## config.mk

```make
export PLATFORM = sky130hd
export DESIGN_NAME = dmem_arbiter
export DESIGN_NICKNAME = d
export VERILOG_FILES = /design/src/rtl/dmem_arb_pkg.sv /design/src/rtl/rr_arb2.sv /design/src/rtl/dmem_arbiter.sv
export SDC_FILE = /design/constraint.sdc
export NUM_CORES = 1
export LEC_CHECK = 0
export ABC_AREA = 1
export BUFFER_PORTS_ARGS = -buffer_cell sky130_fd_sc_hd__buf_2
export CAP_MARGIN = 20
export CORE_AREA = 2 2 100 102
export DETAILED_ROUTE_END_ITERATION = 16
export DIE_AREA = 0 0 102 104
export GPL_TIMING_DRIVEN = 0
export PLACE_DENSITY = 0.57
export SYNTH_ARGS = -nofsm -noshare
export SYNTH_HDL_FRONTEND = slang
export SYNTH_HIERARCHICAL = 1
export SYNTH_SLANG_ARGS = --single-unit
```

## constraint.sdc

```tcl
create_clock -name clk -period 1.7 [get_ports clk]
set_input_delay 0.34 -clock clk [delete_from_list [all_inputs] [get_ports clk]]
set_output_delay 0.34 -clock clk [all_outputs]
set_load 0.02 [all_outputs]
```

## src/rtl/dmem_arb_pkg.sv

```systemverilog
// Shared definitions for the data-memory arbiter:
// port ids, read-return tag layout and latency bounds.
package dmem_arb_pkg;

    localparam logic PORT_CPU    = 1'b0;
    localparam logic PORT_LOADER = 1'b1;

    localparam int RD_LAT_MIN = 1;
    localparam int RD_LAT_MAX = 4;

    typedef struct packed {
        logic is_read;
        logic port_id;
    } rd_tag_t;

    localparam int TAG_W = $bits(rd_tag_t);

endpackage

```

## src/rtl/rr_arb2.sv

```systemverilog
// Two-way grant generator, round-robin or fixed priority,
// keeping the last granted port as its only state.
module rr_arb2
    import dmem_arb_pkg::*;
#(
    parameter int FIXED_PRIO = 0
) (
    input  logic       clk,
    input  logic       rst,
    input  logic [1:0] req,
    output logic [1:0] gnt
);

    logic last_grant;
    logic cpu_wins;

    // On contention the CPU wins unless it was the last one served.
    assign cpu_wins = (FIXED_PRIO != 0) || (last_grant == PORT_LOADER);

    always_comb begin
        gnt = 2'b00;
        unique case (req)
            2'b01:   gnt = 2'b01;
            2'b10:   gnt = 2'b10;
            2'b11:   gnt = cpu_wins ? 2'b01 : 2'b10;
            default: gnt = 2'b00;
        endcase
    end

    always_ff @(posedge clk or posedge rst) begin
        if (rst) begin
            last_grant <= PORT_LOADER;
        end else if (|gnt) begin
            last_grant <= gnt[1];
        end
    end

endmodule

```

## src/rtl/dmem_arbiter.sv

```systemverilog
// Shares the single-port DMEM between the CPU and the UART loader,
// steering read data back to the requester after the BRAM latency.
module dmem_arbiter
    import dmem_arb_pkg::*;
#(
    parameter int AWIDTH     = 14,
    parameter int DWIDTH     = 32,
    parameter int RD_LATENCY = 1,
    parameter int FIXED_PRIO = 0
) (
    input  logic                  clk,
    input  logic                  rst,
    input  logic                  p0_valid,
    output logic                  p0_ready,
    input  logic                  p0_we,
    input  logic [AWIDTH-1:0]     p0_addr,
    input  logic [DWIDTH-1:0]     p0_wdata,
    input  logic [DWIDTH/8-1:0]   p0_wbe,
    output logic                  p0_rvalid,
    output logic [DWIDTH-1:0]     p0_rdata,
    input  logic                  p1_valid,
    output logic                  p1_ready,
    input  logic                  p1_we,
    input  logic [AWIDTH-1:0]     p1_addr,
    input  logic [DWIDTH-1:0]     p1_wdata,
    input  logic [DWIDTH/8-1:0]   p1_wbe,
    output logic                  p1_rvalid,
    output logic [DWIDTH-1:0]     p1_rdata,
    output logic                  mem_en,
    output logic [DWIDTH/8-1:0]   mem_we,
    output logic [AWIDTH-1:0]     mem_addr,
    output logic [DWIDTH-1:0]     mem_din,
    input  logic [DWIDTH-1:0]     mem_dout
);

    // Out-of-range latencies are clamped to what the tag pipe supports.
    localparam int LAT =
        (RD_LATENCY < RD_LAT_MIN) ? RD_LAT_MIN :
        (RD_LATENCY > RD_LAT_MAX) ? RD_LAT_MAX : RD_LATENCY;

    logic [1:0] req;
    logic [1:0] gnt;
    logic       sel_we;
    rd_tag_t    new_tag;
    rd_tag_t    tail;

    logic [TAG_W-1:0] tag_q [LAT];

    assign req = {p1_valid, p0_valid};

    rr_arb2 #(
        .FIXED_PRIO(FIXED_PRIO)
    ) u_arb (
        .clk(clk),
        .rst(rst),
        .req(req),
        .gnt(gnt)
    );

    assign p0_ready = gnt[0];
    assign p1_ready = gnt[1];

    always_comb begin
        mem_en   = |gnt;
        mem_we   = '0;
        mem_addr = '0;
        mem_din  = '0;
        sel_we   = 1'b0;
        unique case (1'b1)
            gnt[0]: begin
                sel_we   = p0_we;
                mem_we   = p0_we ? p0_wbe : '0;
                mem_addr = p0_addr;
                mem_din  = p0_wdata;
            end
            gnt[1]: begin
                sel_we   = p1_we;
                mem_we   = p1_we ? p1_wbe : '0;
                mem_addr = p1_addr;
                mem_din  = p1_wdata;
            end
            default: ;
        endcase
    end

    assign new_tag.is_read = mem_en && !sel_we;
    assign new_tag.port_id = gnt[1];

    // One tag per cycle, bubbles included, so the tail lines up with mem_dout.
    always_ff @(posedge clk or posedge rst) begin
        if (rst) begin
            for (int i = 0; i < LAT; i++) begin
                tag_q[i] <= '0;
            end
        end else begin
            tag_q[0] <= new_tag;
            for (int i = 1; i < LAT; i++) begin
                tag_q[i] <= tag_q[i-1];
            end
        end
    end

    assign tail = rd_tag_t'(tag_q[LAT-1]);

    assign p0_rvalid = tail.is_read && (tail.port_id == PORT_CPU);
    assign p1_rvalid = tail.is_read && (tail.port_id == PORT_LOADER);
    assign p0_rdata  = p0_rvalid ? mem_dout : '0;
    assign p1_rdata  = p1_rvalid ? mem_dout : '0;

endmodule

```

# --- Word-level counts from Yosys, hierarchy flattened ---
# Cells that the tools add are included.
totals:
  ramBits: 0
  reg_bits: 3
  out_inout_bits: 119
  latchBits: 0
  elab_cells: 21
  rom_bits: 0
  n_memories: 0
classes:
  multipliers: 0
  shift: 0
  reduce_logical: 5
  n_div: 0
  bitwise: 1
  n_mux: 10
  add_sub_neg: 0
  order_cmp: 0
  n_eq_ne: 3
op_table:
  columns: ["op", "count"]
  rows:
  - ["$mux 32", 2]
  - ["$pmux 32 s2", 1]
  - ["$pmux 14 s2", 1]
  - ["$mux 4", 2]
  - ["$pmux 4 s2", 1]
  - ["$pmux 2 s3", 1]
  - ["$eq 2x2->1 const B", 2]
  - ["$logic_and 1x1->1", 3]
  - ["$eq 2x1->1 const B", 1]
  - ["$mux 2", 1]
  - ["$pmux 1 s2", 1]
  - ["$reduce_or 2->1", 1]
  - ["$logic_not 1->1", 1]
  - ["$not 1->1", 1]

# --- Depth between registers and ports, before layout ---
depth:
  word_depth: 5
  depth_mapped: 7
  depth_no_buf: 6

# --- By module ---
# Netlist, hierarchy kept.
modules_own_cells:
  columns: ["mod", "cells_each", "n_inst", "area_per_inst_um2", "seq_area_each_um2"]
  rows:
  - ["dmem_arbiter", 278, 1, 1141.1, 50.0]
  - ["rr_arb2", 12, 1, 68.8, 26.3]

# --- Worst setup path before layout ---
# OpenSTA, ideal clock, no wires.
synth_timing:
  path_kind: "input port to output port"
  startpoint: "in p1_valid"
  endpoint: "out mem_we[0]"
  required_time_ns: 1.360
  cell_stages: 6
  setup_slack_ns: -0.054
  t_arrival_ns: 1.414
  path_buffers: 2
  path_cell_list: "inv_1 > a21oi_1 > buf_4 > buf_2 > nand3_1 > nand2_1"
synth_between:
  elab_chain_cells: 3
  elab_cells_between_ends: 5
  classes_between: "3 x eq/ne; 2 x mux"
synth_rtl:
  columns: ["item", "line_no", "rtl"]
  rows:
  - ["from (decl)", "dmem_arbiter.sv:21", "input logic p1_valid,"]
  - ["$eq 2x2->1 / $eq 2x1->1 (equally long branches)", "rr_arb2.sv:22", "unique case (req)"]
  - ["$pmux 2 s3 (*)", "rr_arb2.sv:22", null]
  - ["via p1_ready", "dmem_arbiter.sv:22", "output logic p1_ready,"]
  - ["$pmux 4 s2 (*)", "dmem_arbiter.sv:69", "unique case (1'b1)"]
  - ["to (decl)", "dmem_arbiter.sv:30", "output logic [DWIDTH/8-1:0] mem_we,"]
# The timed path passes the listed nets; every way through them passes the cells marked *.

# --- Worst setup path after layout ---
layout_timing:
  startpoint: "reg u_arb.last_grant (netlist: u_arb/cpu_wins)"
  endpoint: "out mem_din[23]"
layout_between:
  elab_chain_cells: 3
layout_rtl:
  columns: ["item", "line_no", "rtl"]
  rows:
  - ["from (decl)", "rr_arb2.sv:14", "logic last_grant;"]
  - ["from (signal assigned)", "rr_arb2.sv:34", "last_grant <= gnt[1];"]
  - ["$mux 2", "rr_arb2.sv:25", "2'b11: gnt = cpu_wins ? 2'b01 : 2'b10;"]
  - ["$pmux 2 s3", "rr_arb2.sv:22", null]
  - ["$pmux 32 s2", "dmem_arbiter.sv:69", null]
  - ["to (decl)", "dmem_arbiter.sv:32", "output logic [DWIDTH-1:0] mem_din,"]
# No other way between the ends.

==> summary.txt <==
most frequent cells in the layout: buf_2 (207), nand2_1 (70), nand2_2 (70)
Hold Path Cell Cnt: 3
final setup skew: 0.514 ps
TritonCTS Buffers: 3
vias: 2637
Sequential Power Share: 5.0%
First DRT Iteration DRCs: 80
final net count: 699
Worst Hold Launch: p1_valid
Area after DPL: 2660 um^2
final worst-path cycle share: 108%
status: finished with violations
Post-Syn Area: 1210 um^2
Slew headroom: 87.6%
syn_nets: 428
htree depth: 1
sw frac: 49.2%
Inserted Diodes: 0
max cap viols: 0
IO Count: 257
Final GP Congestion: 0.779
Slew @ Worst Pin: 187 ps
data arrival time of the worst path: 1490 ps
Setup violations, final: 51
vias in the first global route: 2299
worst hold path type: input pin to register
proportion of layout cells with a drive suffix above 1: 67.3%
Sink Count: 3
largest net degree at the start of global routing: 11
final hold vios: 0
Seq/Total Area, Yosys: 6.31%
Worst-Skew Late Latency: 210 ps
drt total wl: 7.59 mm
CP Launch Point: u_arb/cpu_wins$_DFFE_PP1P_
Int Power: 0.931 mW
most common cell after layout, fill and taps aside: buf_2
Max VDD drop: 199 uV
Initial Utilization: 12.7%
Worst-path clk slew: 30 ps
post-synth cell types: 9
gr usage total: 12.1%
final worst slack: -132 ps
Core Region: 9550 um^2
reg2reg start: u_arb/cpu_wins$_DFFE_PP1P_
Tot Pwr: 1.83 mW
Wirelength per Cell: 11.0 um
failing checks: setup timing
Final ANT Viol Nets: 0
chip width: 102 um
unrepaired setup endpoints after global routing: true
IO buf count: 256
first-pass GRT wire length: 10.5 mm
mean post-synth cell area: 4.17 um^2
vias per std cell: 3.81
Syn. warnings: 6
pwr dens: 521 nW/um^2
clock buffer depth: 2
setup TNS: -5620 ps
Overflow after GRT: 0
DP HPWL: 5.51 mm
CP Capture Type: output pin
Die Height: 104 um
Area growth, synth to finish: 190%
share of total power in combinational logic: 83.8%
CTS root buf: clkbuf_8
row count: 36
fmax: 0.546 GHz
Worst R2R Path Depth: 6
CTS tree: built
final period demand of the worst path: 1830 ps
worst-path maximum fanout: 5
Synth Instances: 290
Static Leakage: 2.32 nW
initial antenna violation count: 0
max-slew violation total from the final report: 0
startpoint types: register
Psw: 0.900 mW
Detailed Routing Iterations Pass 1: 4
post-route cell area: 3510 um^2
synthesized flop and latch total: 3
worst path required time: 1360 ps
DIE AREA: 10600 um^2
clock power share: 11.2%
kind of critical path: register to output pin
Residual DRC: 0
==> path summary, 6_finish.rpt <==
path / end / slack [ps]
min in group asynchronous: tag_q[0]$_DFF_PP0_ / 550
max in group asynchronous: u_arb/cpu_wins$_DFFE_PP1P_ / 990
min reg2reg: u_arb/cpu_wins$_DFFE_PP1P_ / 620
min: u_arb/cpu_wins$_DFFE_PP1P_ / 340
max: mem_din[23] / -130
max reg2reg: tag_q[1]$_DFF_PP0_ / 400
==> cell type report <==
type / count / area, um^2
inverter: 41 / 154
buffer: 18 / 184
sequential: 3 / 76.3
clock buffer: 4 / 45.0
fill: 1066 / 6040
multi-input combinational: 228 / 1170
timing repair buffer: 266 / 1720
tap: 133 / 166
==> power groups by stage <==
stage	sequential, mW	clock [mW]	combinational (mW)
after floorplan	0.0897	0	0.651
after global placement	0.0912	0	1.11
after detailed placement	0.0910	0	1.11
after CTS	0.0899	0.213	1.40
after global routing	0.0930	0.220	1.65
final	0.0919	0.205	1.53
==> synth_stat cells, drive strengths merged <==
cell type  count  area share [%]
nand2        153              47
nor2          66              20
inv           41              13
buf           18             9.3
nand3          8             3.3
dfrtp          2             4.1
a21oi          1            0.41
dfstp          1             2.2
==> worst max-delay path, stage by stage, from the launching register on <==
cell	delay, ps
dfstp_2	550
nand2_1	70
nand2_2	120
buf_6	150
buf_6	150
nand2_2	60
nand2_2	70
buf_6	110
==> what timing repair did <==
item	4_1_cts	5_1_grt
setup endpoints to repair	51	77
resized for setup	161	76
hold buffers	1	0
pin swaps	27	28
setup buffers	1	2
gates cloned	5	1
hold endpoints to repair	2	0
==> per-stage QoR <==
| stage | util [%] | instances | hold slack (ps) | setup slack [ps] |
|---|---|---|---|---|
| 2_1_floorplan | - | 290 | 81.2 | 30.6 |
| 3_3_place_gp | 27.9 | 679 | 205 | -64.4 |
| 3_5_place_dp | 27.9 | 679 | 207 | -56.6 |
| 4_1_cts | 33.8 | 690 | 331 | -142 |
| 5_1_grt | 36.8 | 693 | 352 | -180 |
| 6_report | 36.8 | 693 | 341 | -132 |
==> cells by family after synthesis <==
logic type | after synthesis | share of synthesized area, %
compound gates | 1 | 0.413
buf+inv | 59 | 22.0
flops | 3 | 6.31
simple gates | 227 | 71.3
==> registers in the layout (all words and copies together), names as in the netlist <==
name,cells
u_arb/cpu_wins,1
tag_q,2
==> layer usage <==
| metal | global-route usage [%] | vias to the layer above | wire length (um) |
|---|---|---|---|
| met5 | 0 | - | 0 |
| met4 | 1.71 | 0 | 27 |
| met3 | 1.34 | 4 | 574 |
| met2 | 25.0 | 149 | 4140 |
| met1 | 12.8 | 1121 | 2850 |
| li1 | - | 1363 | - |
(Power assumes the default switching activity.)
